`src/rtl/text_cell_fetch.sv`:
```
// Character-cell fetch engine: maps HDMI pixel counters to character/attribute RAM reads
// and realigns the returned data with the counters, adding a frame-latched scroll and a blinking cursor.
module text_cell_fetch #(
    parameter int SCREEN_W     = 640,
    parameter int SCREEN_H     = 480,
    parameter int CHAR_W       = 8,
    parameter int CHAR_H       = 16,
    parameter int BUF_ROWS     = 64,
    parameter int STRIDE       = 128,
    parameter int ADDR_W       = 13,
    parameter int RAM_LATENCY  = 1,
    parameter int BLINK_FRAMES = 30
) (
    input  logic              clk_pixel,
    input  logic              reset,
    input  logic [9:0]        cx,
    input  logic [9:0]        cy,
    input  logic [7:0]        row_offset,
    input  logic              cursor_enable,
    input  logic [7:0]        cursor_col,
    input  logic [7:0]        cursor_row,
    output logic [ADDR_W-1:0] ram_address,
    output logic              ram_re,
    input  logic [7:0]        ram_char_data,
    input  logic [7:0]        ram_attr_data,
    output logic [7:0]        codepoint,
    output logic [7:0]        attribute,
    output logic [9:0]        cx_out,
    output logic [9:0]        cy_out,
    output logic              active_out
);

    localparam int CHAR_W_LOG = $clog2(CHAR_W);
    localparam int CHAR_H_LOG = $clog2(CHAR_H);
    localparam int BLINK_W    = (BLINK_FRAMES > 1) ? $clog2(BLINK_FRAMES) : 1;

    typedef struct packed {
        logic       active;
        logic       hit;
        logic [9:0] cx;
        logic [9:0] cy;
    } pix_t;

    logic [7:0]         scroll_q;
    logic [BLINK_W-1:0] blink_cnt;
    logic               cursor_phase;

    logic               in_active;
    logic               in_hit;
    logic               frame_start;
    logic               offset_ok;
    logic [9:0]         scr_row;
    logic [9:0]         col;
    logic [10:0]        row_sum;
    logic [10:0]        buf_row;
    logic [ADDR_W-1:0]  next_address;

    pix_t               s0;
    pix_t               pipe [RAM_LATENCY];
    pix_t               tail;

    // NOTE: every signal written here gets a value before any branch, so no latch can be inferred.
    always_comb begin
        in_active    = (32'(cx) < SCREEN_W) && (32'(cy) < SCREEN_H);
        scr_row      = cy >> CHAR_H_LOG;
        col          = cx >> CHAR_W_LOG;
        row_sum      = {1'b0, scr_row} + {3'b000, scroll_q};
        buf_row      = row_sum;
        if (32'(row_sum) >= BUF_ROWS) begin
            buf_row = row_sum - 11'(BUF_ROWS);
        end
        next_address = ADDR_W'(32'(buf_row) * 32'(STRIDE) + 32'(col));
        in_hit       = cursor_enable && cursor_phase && in_active
                       && (col == {2'b00, cursor_col}) && (scr_row == {2'b00, cursor_row});
        frame_start  = (cx == 10'd0) && (cy == 10'd0);
        offset_ok    = 32'(row_offset) < BUF_ROWS;
    end

    // Scroll and blink state only move at frame start, so a frame never tears.
    always_ff @(posedge clk_pixel) begin
        if (reset) begin
            scroll_q     <= 8'd0;
            blink_cnt    <= '0;
            cursor_phase <= 1'b1;
        end else if (frame_start) begin
            if (offset_ok) begin
                scroll_q <= row_offset;
            end
            if (32'(blink_cnt) == BLINK_FRAMES - 1) begin
                blink_cnt    <= '0;
                cursor_phase <= ~cursor_phase;
            end else begin
                blink_cnt <= blink_cnt + BLINK_W'(1);
            end
        end
    end

    // NOTE: clocked state is always assigned with <= so every flop samples pre-edge values.
    always_ff @(posedge clk_pixel) begin
        if (reset) begin
            s0          <= '0;
            ram_address <= '0;
            ram_re      <= 1'b0;
        end else begin
            s0.active <= in_active;
            s0.hit    <= in_hit;
            s0.cx     <= cx;
            s0.cy     <= cy;
            ram_re    <= in_active;
            if (in_active) begin
                ram_address <= next_address;
            end
        end
    end

    // NOTE: this delay line is a handful of flops, not a RAM, so it is reset to flush stale pixels.
    always_ff @(posedge clk_pixel) begin
        if (reset) begin
            for (int i = 0; i < RAM_LATENCY; i++) begin
                pipe[i] <= '0;
            end
        end else begin
            pipe[0] <= s0;
            for (int i = 1; i < RAM_LATENCY; i++) begin
                pipe[i] <= pipe[i-1];
            end
        end
    end

    assign tail = pipe[RAM_LATENCY-1];

    // RAM data arrives together with the tail of the delay line; capture both into the outputs.
    always_ff @(posedge clk_pixel) begin
        if (reset) begin
            codepoint  <= 8'h00;
            attribute  <= 8'h00;
            cx_out     <= 10'd0;
            cy_out     <= 10'd0;
            active_out <= 1'b0;
        end else begin
            cx_out     <= tail.cx;
            cy_out     <= tail.cy;
            active_out <= tail.active;
            if (!tail.active) begin
                codepoint <= 8'h00;
                attribute <= 8'h00;
            end else begin
                codepoint <= ram_char_data;
                attribute <= tail.hit ? {ram_attr_data[3:0], ram_attr_data[7:4]} : ram_attr_data;
            end
        end
    end

endmodule

```
`config.mk`:
```
export PLATFORM = sky130hd
export DESIGN_NAME = text_cell_fetch
export DESIGN_NICKNAME = d
export VERILOG_FILES = /design/src/rtl/text_cell_fetch.sv
export SDC_FILE = /design/constraint.sdc
export NUM_CORES = 1
export LEC_CHECK = 0
export BUFFER_PORTS_ARGS = -buffer_cell sky130_fd_sc_hd__buf_2
export CORE_MARGIN = 2
export CORE_UTILIZATION = 44
export DETAILED_ROUTE_END_ITERATION = 7
export GPL_ROUTABILITY_DRIVEN = 0
export PLACE_DENSITY = 0.7
export SLEW_MARGIN = 20
export SYNTH_ARGS = -nofsm -noshare
export SYNTH_HDL_FRONTEND = slang
export SYNTH_SLANG_ARGS = --single-unit
```
`constraint.sdc`:
```
create_clock -name clk_pixel -period 2.05 [get_ports clk_pixel]
set_input_delay 0.1025 -clock clk_pixel [delete_from_list [all_inputs] [get_ports clk_pixel]]
set_output_delay 0.1025 -clock clk_pixel [all_outputs]
set_load 0.03 [all_outputs]
```
Word level (Yosys, flattened, before mapping). Memories as Yosys holds them, arrays and structs flattened. Index checks and enable logic that the tools add are counted.

$add $sub $neg: 4. $lt $le $gt $ge: 4. Equal/unequal tests: 3. Multiplexer cells: 8. Bitwise logic cells: 2. Reduce and logical (&&, ||, !) cells: 12.

Operator list (count): $mux W22 (1); $reduce_or A22 Y1 (1); $logic_not A10 Y1 (2); $add A13 B7 Y13 (1); $lt A10 B10 Y1 const B (1); $lt A10 B9 Y1 const B (1); $add A6 B8 Y9 (1); $ge A9 B7 Y1 const B (1); $eq A6 B8 Y1 (1); $eq A7 B8 Y1 (1); $lt A8 B7 Y1 const B (1); $mux W8 (1); $logic_and A1 B1 Y1 (6); $mux W6 (1); $sub A6 B1 Y6 const B (1); $add A5 B1 Y5 const B (1); $eq A5 B5 Y1 const B (1); $mux W5 (1); $mux W1 (4); $reduce_and A2 Y1 (2); $not A1 Y1 (2); $reduce_or A2 Y1 (1).

Register bits: 86. RAM bits: 22. Input bits: 63. Output and inout port bits: 51. Logic and storage cells: 47. Memories: 1.

Memories: pipe (depth 1, width 22, rd ports 1, clocked after Yosys merged registers in 0, write ports 1, RTL line 59) `pix_t pipe [RAM_LATENCY];`.

Logic depth before layout (Yosys ltp).
Depth after elaboration: 5. Depth in mapped cells: 6. Depth with buffers taken out: 6.

Least setup slack after synthesis. No wires, ideal clock.

Path type: flip-flop to flip-flop. Start point: register scroll_q[1]. End point: register ram_address[12]. Setup time: 0.120 ns. Arrival: 1.496 ns. Required time: 1.930 ns. Setup slack: 0.434 ns. Cell stages (with the launch flop): 6. Buffers on the path: 0. Clock period less this slack: 1.616 ns. Path through: dfxtp_1 ha_1 a211o_1 a211oi_1 nor3_1 o31a_1.

Word-level cells in the longest chain between the ends: 4. Elaborated cells between the ends (all ways): 5. Those cells by class: add/sub (3); order compare (1); mux (1).

Ends and longest elaborated chain: start, declared (RTL line 44) `logic [7:0] scroll_q;`; start signal, assigned (RTL line 87) `scroll_q <= row_offset;`; $add A6 B8 Y9 (*) (RTL line 67) `row_sum = {1'b0, scr_row} + {3'b000, scroll_q};`; $ge A9 B7 Y1 or $sub A6 B1 Y6 (tied branches) (RTL line 69, 70); $mux W6 (*) (RTL line 69) `if (32'(row_sum) >= BUF_ROWS) begin`; $add A13 B7 Y13 (*) (RTL line 72) `next_address = ADDR_W'(32'(buf_row) * 32'(STRIDE) + 32'(col));`; end signal, assigned (RTL line 111) `ram_address <= next_address;`; end, declared (RTL line 22) `output logic [ADDR_W-1:0] ram_address,`.

Every way passes the cells marked *; elsewhere a longest branch is shown, timed or not. A chain may end at the register's enable or synchronous reset.

Final worst setup path.
Start point: input cx[3]. End point: register scroll_q[3].

Word-level cells in the longest chain between the ends: 3.

Ends and longest elaborated chain: start, declared (RTL line 16) `input logic [9:0] cx,`; $logic_not A10 Y1 (RTL line 75) `frame_start = (cx == 10'd0) && (cy == 10'd0);`; $logic_and A1 B1 Y1 (RTL line 75); $reduce_and A2 Y1 (no line).

Every way passes these cells.

==> results.yml <==
timing:
  rsz0062_at_grt: "false"
  hold_viol_final: 0
  post-route-period-util: 0.932
  count_of_pins_over_their_slew_limit: 0
  period_needed_ns: 1.91
  max_freq_mhz: 524
  tightest_pin_transition_ns: 0.559
  finalClockSkew_ns: 0.00721
  setup_viol: 0
  post_route_setup_tns_ns: 0
  max-slew-margin-rel: 0.625
finish:
  design.final.nets: 564
  share_of_final_layout_standard_cells_stronger_than_drive_strength_1: 0.277
  layout.core_utilization: 0.598
  post-route-cell-area_um2: 4860
  num_antenna_cells: 0
  syn2layout_area_growth_pct: 33.3
pwr:
  leakage_power_nw: 2.17
  finalPower_mw: 3.89
  vdd_drop_max_v: 0.000367
  power.density_cell_area_nw_per_um2: 799
routing:
  remaining_drc_errors: 0
  initialDrtViolationCount: 102
  route.detailed.wl_per_inst_um: 13.5
  route.detailed.vias_per_inst: 4.62
  dr_total_vias: 2788
  antenna_left: 0
  drt_pre_antenna_iters: 4
  routed_wl_mm: 8.15
clock_tree:
  cts_tree: "yes"
  cts-root-to-sink-buffers: 2
  cts_buffers: 9
  cts-htree-levels: 3
  insertion_delay_ns: 0.36
  path_clk_slew_ns: 0.10
  clkSinkCount: 106
  root_buffer: "sky130_fd_sc_hd__clkbuf_8"
  post_cts.resized_instances: 0
floorplanning:
  chipWidth_um: 95.1
  die_area_um2: 9040
  fp.coreArea_um2: 8130
  floorplan.initialDensity: 0.449
  chipHeight_um: 95.1
  rows: 33
  io-pin-count: 114
grt:
  grt_first_pass_wirelength_mm: 12.9
  grt_start_max_net_pins: 57
  globalRouteMet1Util: 0.226
  grt_antenna_before_repair: 0
  gr-usage-met2: 0.319
  number_of_global_route_vias_before_repair: 2712
  grt_util_met3: 0.0237
  top_usage_layer: "met2"
  grt_remaining_overflow: 0
  grt.total_usage: 0.185
setup_path:
  critical_path.endpoint_type: "flop"
  setup.reg_to_reg.worst_slack_ns: 0.33
  critical_path.startpoint_type: "primary input"
  reg2reg_end: "ram_address[12]"
  worst_ep_arrival_time_ns: 2.21
  crit_required_ns: 2.35
  timing.rr.start: "scroll_q[1]"
  critPathCapture: "scroll_q[3]"
  path_max_fanout: 10
  r2r.worst_path.cells: 5
  cp-startpoint: "cx[3]"
  critical_path_class: "in -> reg"
synthesis:
  mappedNetlistNets: 417
  synth_top_flop_cell: "sky130_fd_sc_hd__dfxtp_1"
  mappedNetlistArea_um2: 3650
  synthesis.area_per_instance_um2: 10.5
  netlist_instances: 346
  synth-edff-count: 0
  synth_seq_area_share: 0.582
  ys_seq_elements: 106
  ys_warn_count: 0
  synth.distinct_cells: 38
  synth-async-reset-ratio: 0
outcome:
  outcome: "finished, final reports clean"
place:
  placed_area_um2: 4330
  buffer_ports.inserted: 113
  hpwlAfterDp_mm: 5.69
run:
  max_cap_viol_count: 0
worst_hold_path:
  min_path_type: "in -> reg"
synth_stat cells, types with 2 or more instances:
cell / instances / area, um2
sky130_fd_sc_hd__a21o_1: 2 / 15.0
sky130_fd_sc_hd__clkbuf_1: 13 / 48.8
sky130_fd_sc_hd__inv_1: 3 / 11.3
sky130_fd_sc_hd__nor3_1: 3 / 15.0
sky130_fd_sc_hd__nand2_1: 37 / 139
sky130_fd_sc_hd__nand4_1: 3 / 18.8
sky130_fd_sc_hd__a211o_1: 2 / 17.5
sky130_fd_sc_hd__a21oi_1: 15 / 75.1
sky130_fd_sc_hd__xnor2_1: 6 / 52.6
sky130_fd_sc_hd__a211oi_1: 2 / 15.0
sky130_fd_sc_hd__o31ai_1: 2 / 15.0
sky130_fd_sc_hd__mux2i_1: 15 / 150
sky130_fd_sc_hd__nor2b_1: 64 / 400
sky130_fd_sc_hd__ha_1: 7 / 87.6
sky130_fd_sc_hd__and2_1: 8 / 50.1
sky130_fd_sc_hd__nor2_1: 12 / 45.0
sky130_fd_sc_hd__nand3_1: 2 / 10.0
sky130_fd_sc_hd__nor4_1: 8 / 50.1
sky130_fd_sc_hd__or4_1: 4 / 30.0
sky130_fd_sc_hd__o21a_1: 3 / 22.5
sky130_fd_sc_hd__dfxtp_1: 106 / 2120
sky130_fd_sc_hd__xor2_1: 10 / 87.6
sky130_fd_sc_hd__o21ai_0: 4 / 20.0
worst min path at each step:
stage	start	to	slack [ns]	cells past startpoint
2_1_floorplan	ram_char_data[0]	codepoint[0]	0.22	1
3_3_place_gp	ram_char_data[0]	codepoint[0]	0.30	2
3_5_place_dp	ram_char_data[6]	codepoint[6]	0.30	2
4_1_cts	ram_attr_data[6]	attribute[2]	0.001	3
5_1_grt	ram_attr_data[7]	attribute[7]	0.01	3
6_report	ram_attr_data[6]	attribute[6]	0.008	3
metrics by stage:
| stage | instances | setup WS (ns) | hold slack (ns) |
|---|---|---|---|
| after global routing | 603 | 0.0556 | 0.0124 |
| after detailed placement | 555 | 0.352 | 0.304 |
| after CTS | 603 | 0.201 | 0.00133 |
| final | 603 | 0.140 | 0.00807 |
| after global placement | 555 | 0.385 | 0.302 |
| after floorplan | 346 | 0.434 | 0.224 |
sequential cells by signal, summed over array words and instances (netlist names):
signal and count:
ram_address 13, codepoint 8, cursor_phase 1, active_out 1
s0 22, cx_out 10, attribute 8, pipe 22
cy_out 10, scroll_q 6, blink_cnt 5
cell usage in the layout (no fill, tap or decap), types with 10 or more instances in the layout:
| cell type | count |
|---|---|
| sky130_fd_sc_hd__nand2_1 | 37 |
| sky130_fd_sc_hd__mux2i_1 | 15 |
| sky130_fd_sc_hd__buf_2 | 113 |
| sky130_fd_sc_hd__xor2_1 | 10 |
| sky130_fd_sc_hd__a21oi_1 | 15 |
| sky130_fd_sc_hd__dfxtp_1 | 106 |
| sky130_fd_sc_hd__dlygate4sd3_1 | 32 |
| sky130_fd_sc_hd__nor2b_1 | 64 |
| sky130_fd_sc_hd__clkbuf_8 | 11 |
| sky130_fd_sc_hd__nor2_1 | 12 |
cell families (layout without fill, tap and decap cells):
| group | count (synthesis) | count (layout) | share of synthesized area |
|---|---|---|---|
| AND/OR/NAND/NOR | 147 | 147 | 0.226 |
| XOR/XNOR | 16 | 16 | 0.0384 |
| flip-flops | 106 | 106 | 0.582 |
| multiplexers | 15 | 15 | 0.0412 |
| AO/OA/AOI/OAI | 35 | 35 | 0.0614 |
| buffers and inverters | 19 | 171 | 0.0219 |
| adder cells (fa/ha/maj) | 8 | 8 | 0.0295 |
layer usage:
layer	up-vias	part of all wire
met3	17	0.034
li1	1440	-
met1	1267	0.44
met4	0	0.028
met2	64	0.50
met5	-	0
critical path: stages:
cell                            delay, ns
sky130_fd_sc_hd__dlygate4sd3_1       0.53
sky130_fd_sc_hd__buf_2               0.15
sky130_fd_sc_hd__nor4_2              0.33
sky130_fd_sc_hd__nand3_1             0.16
sky130_fd_sc_hd__buf_4               0.20
sky130_fd_sc_hd__nor4_4              0.50
sky130_fd_sc_hd__mux2i_1             0.24
repair_timing:
item                      in CTS  in global routing
setup buffers                  0                  0
hold buffers                  32                  0
hold endpoints to repair      28                  0
report_power, final:
part / total [mW] / switching (mW) / internal [mW] / leakage (nW)
sequential: 2.14 / 0.0173 / 2.12 / 0.867
clock: 1.36 / 0.711 / 0.649 / 0.112
combinational: 0.387 / 0.214 / 0.173 / 1.19
total: 3.89 / 0.942 / 2.95 / 2.17
cell type report:
class | count | area [um2]
Sequential cell | 106 | 2120
Fill cell | 698 | 3270
Tap cell | 105 | 131
Clock inverter | 5 | 67.6
Inverter | 4 | 15.0
Multi-Input combinational cell | 221 | 1450
Clock buffer | 11 | 151
Timing Repair Buffer | 151 | 931
Note: power is estimated with default switching activity, not from simulation.
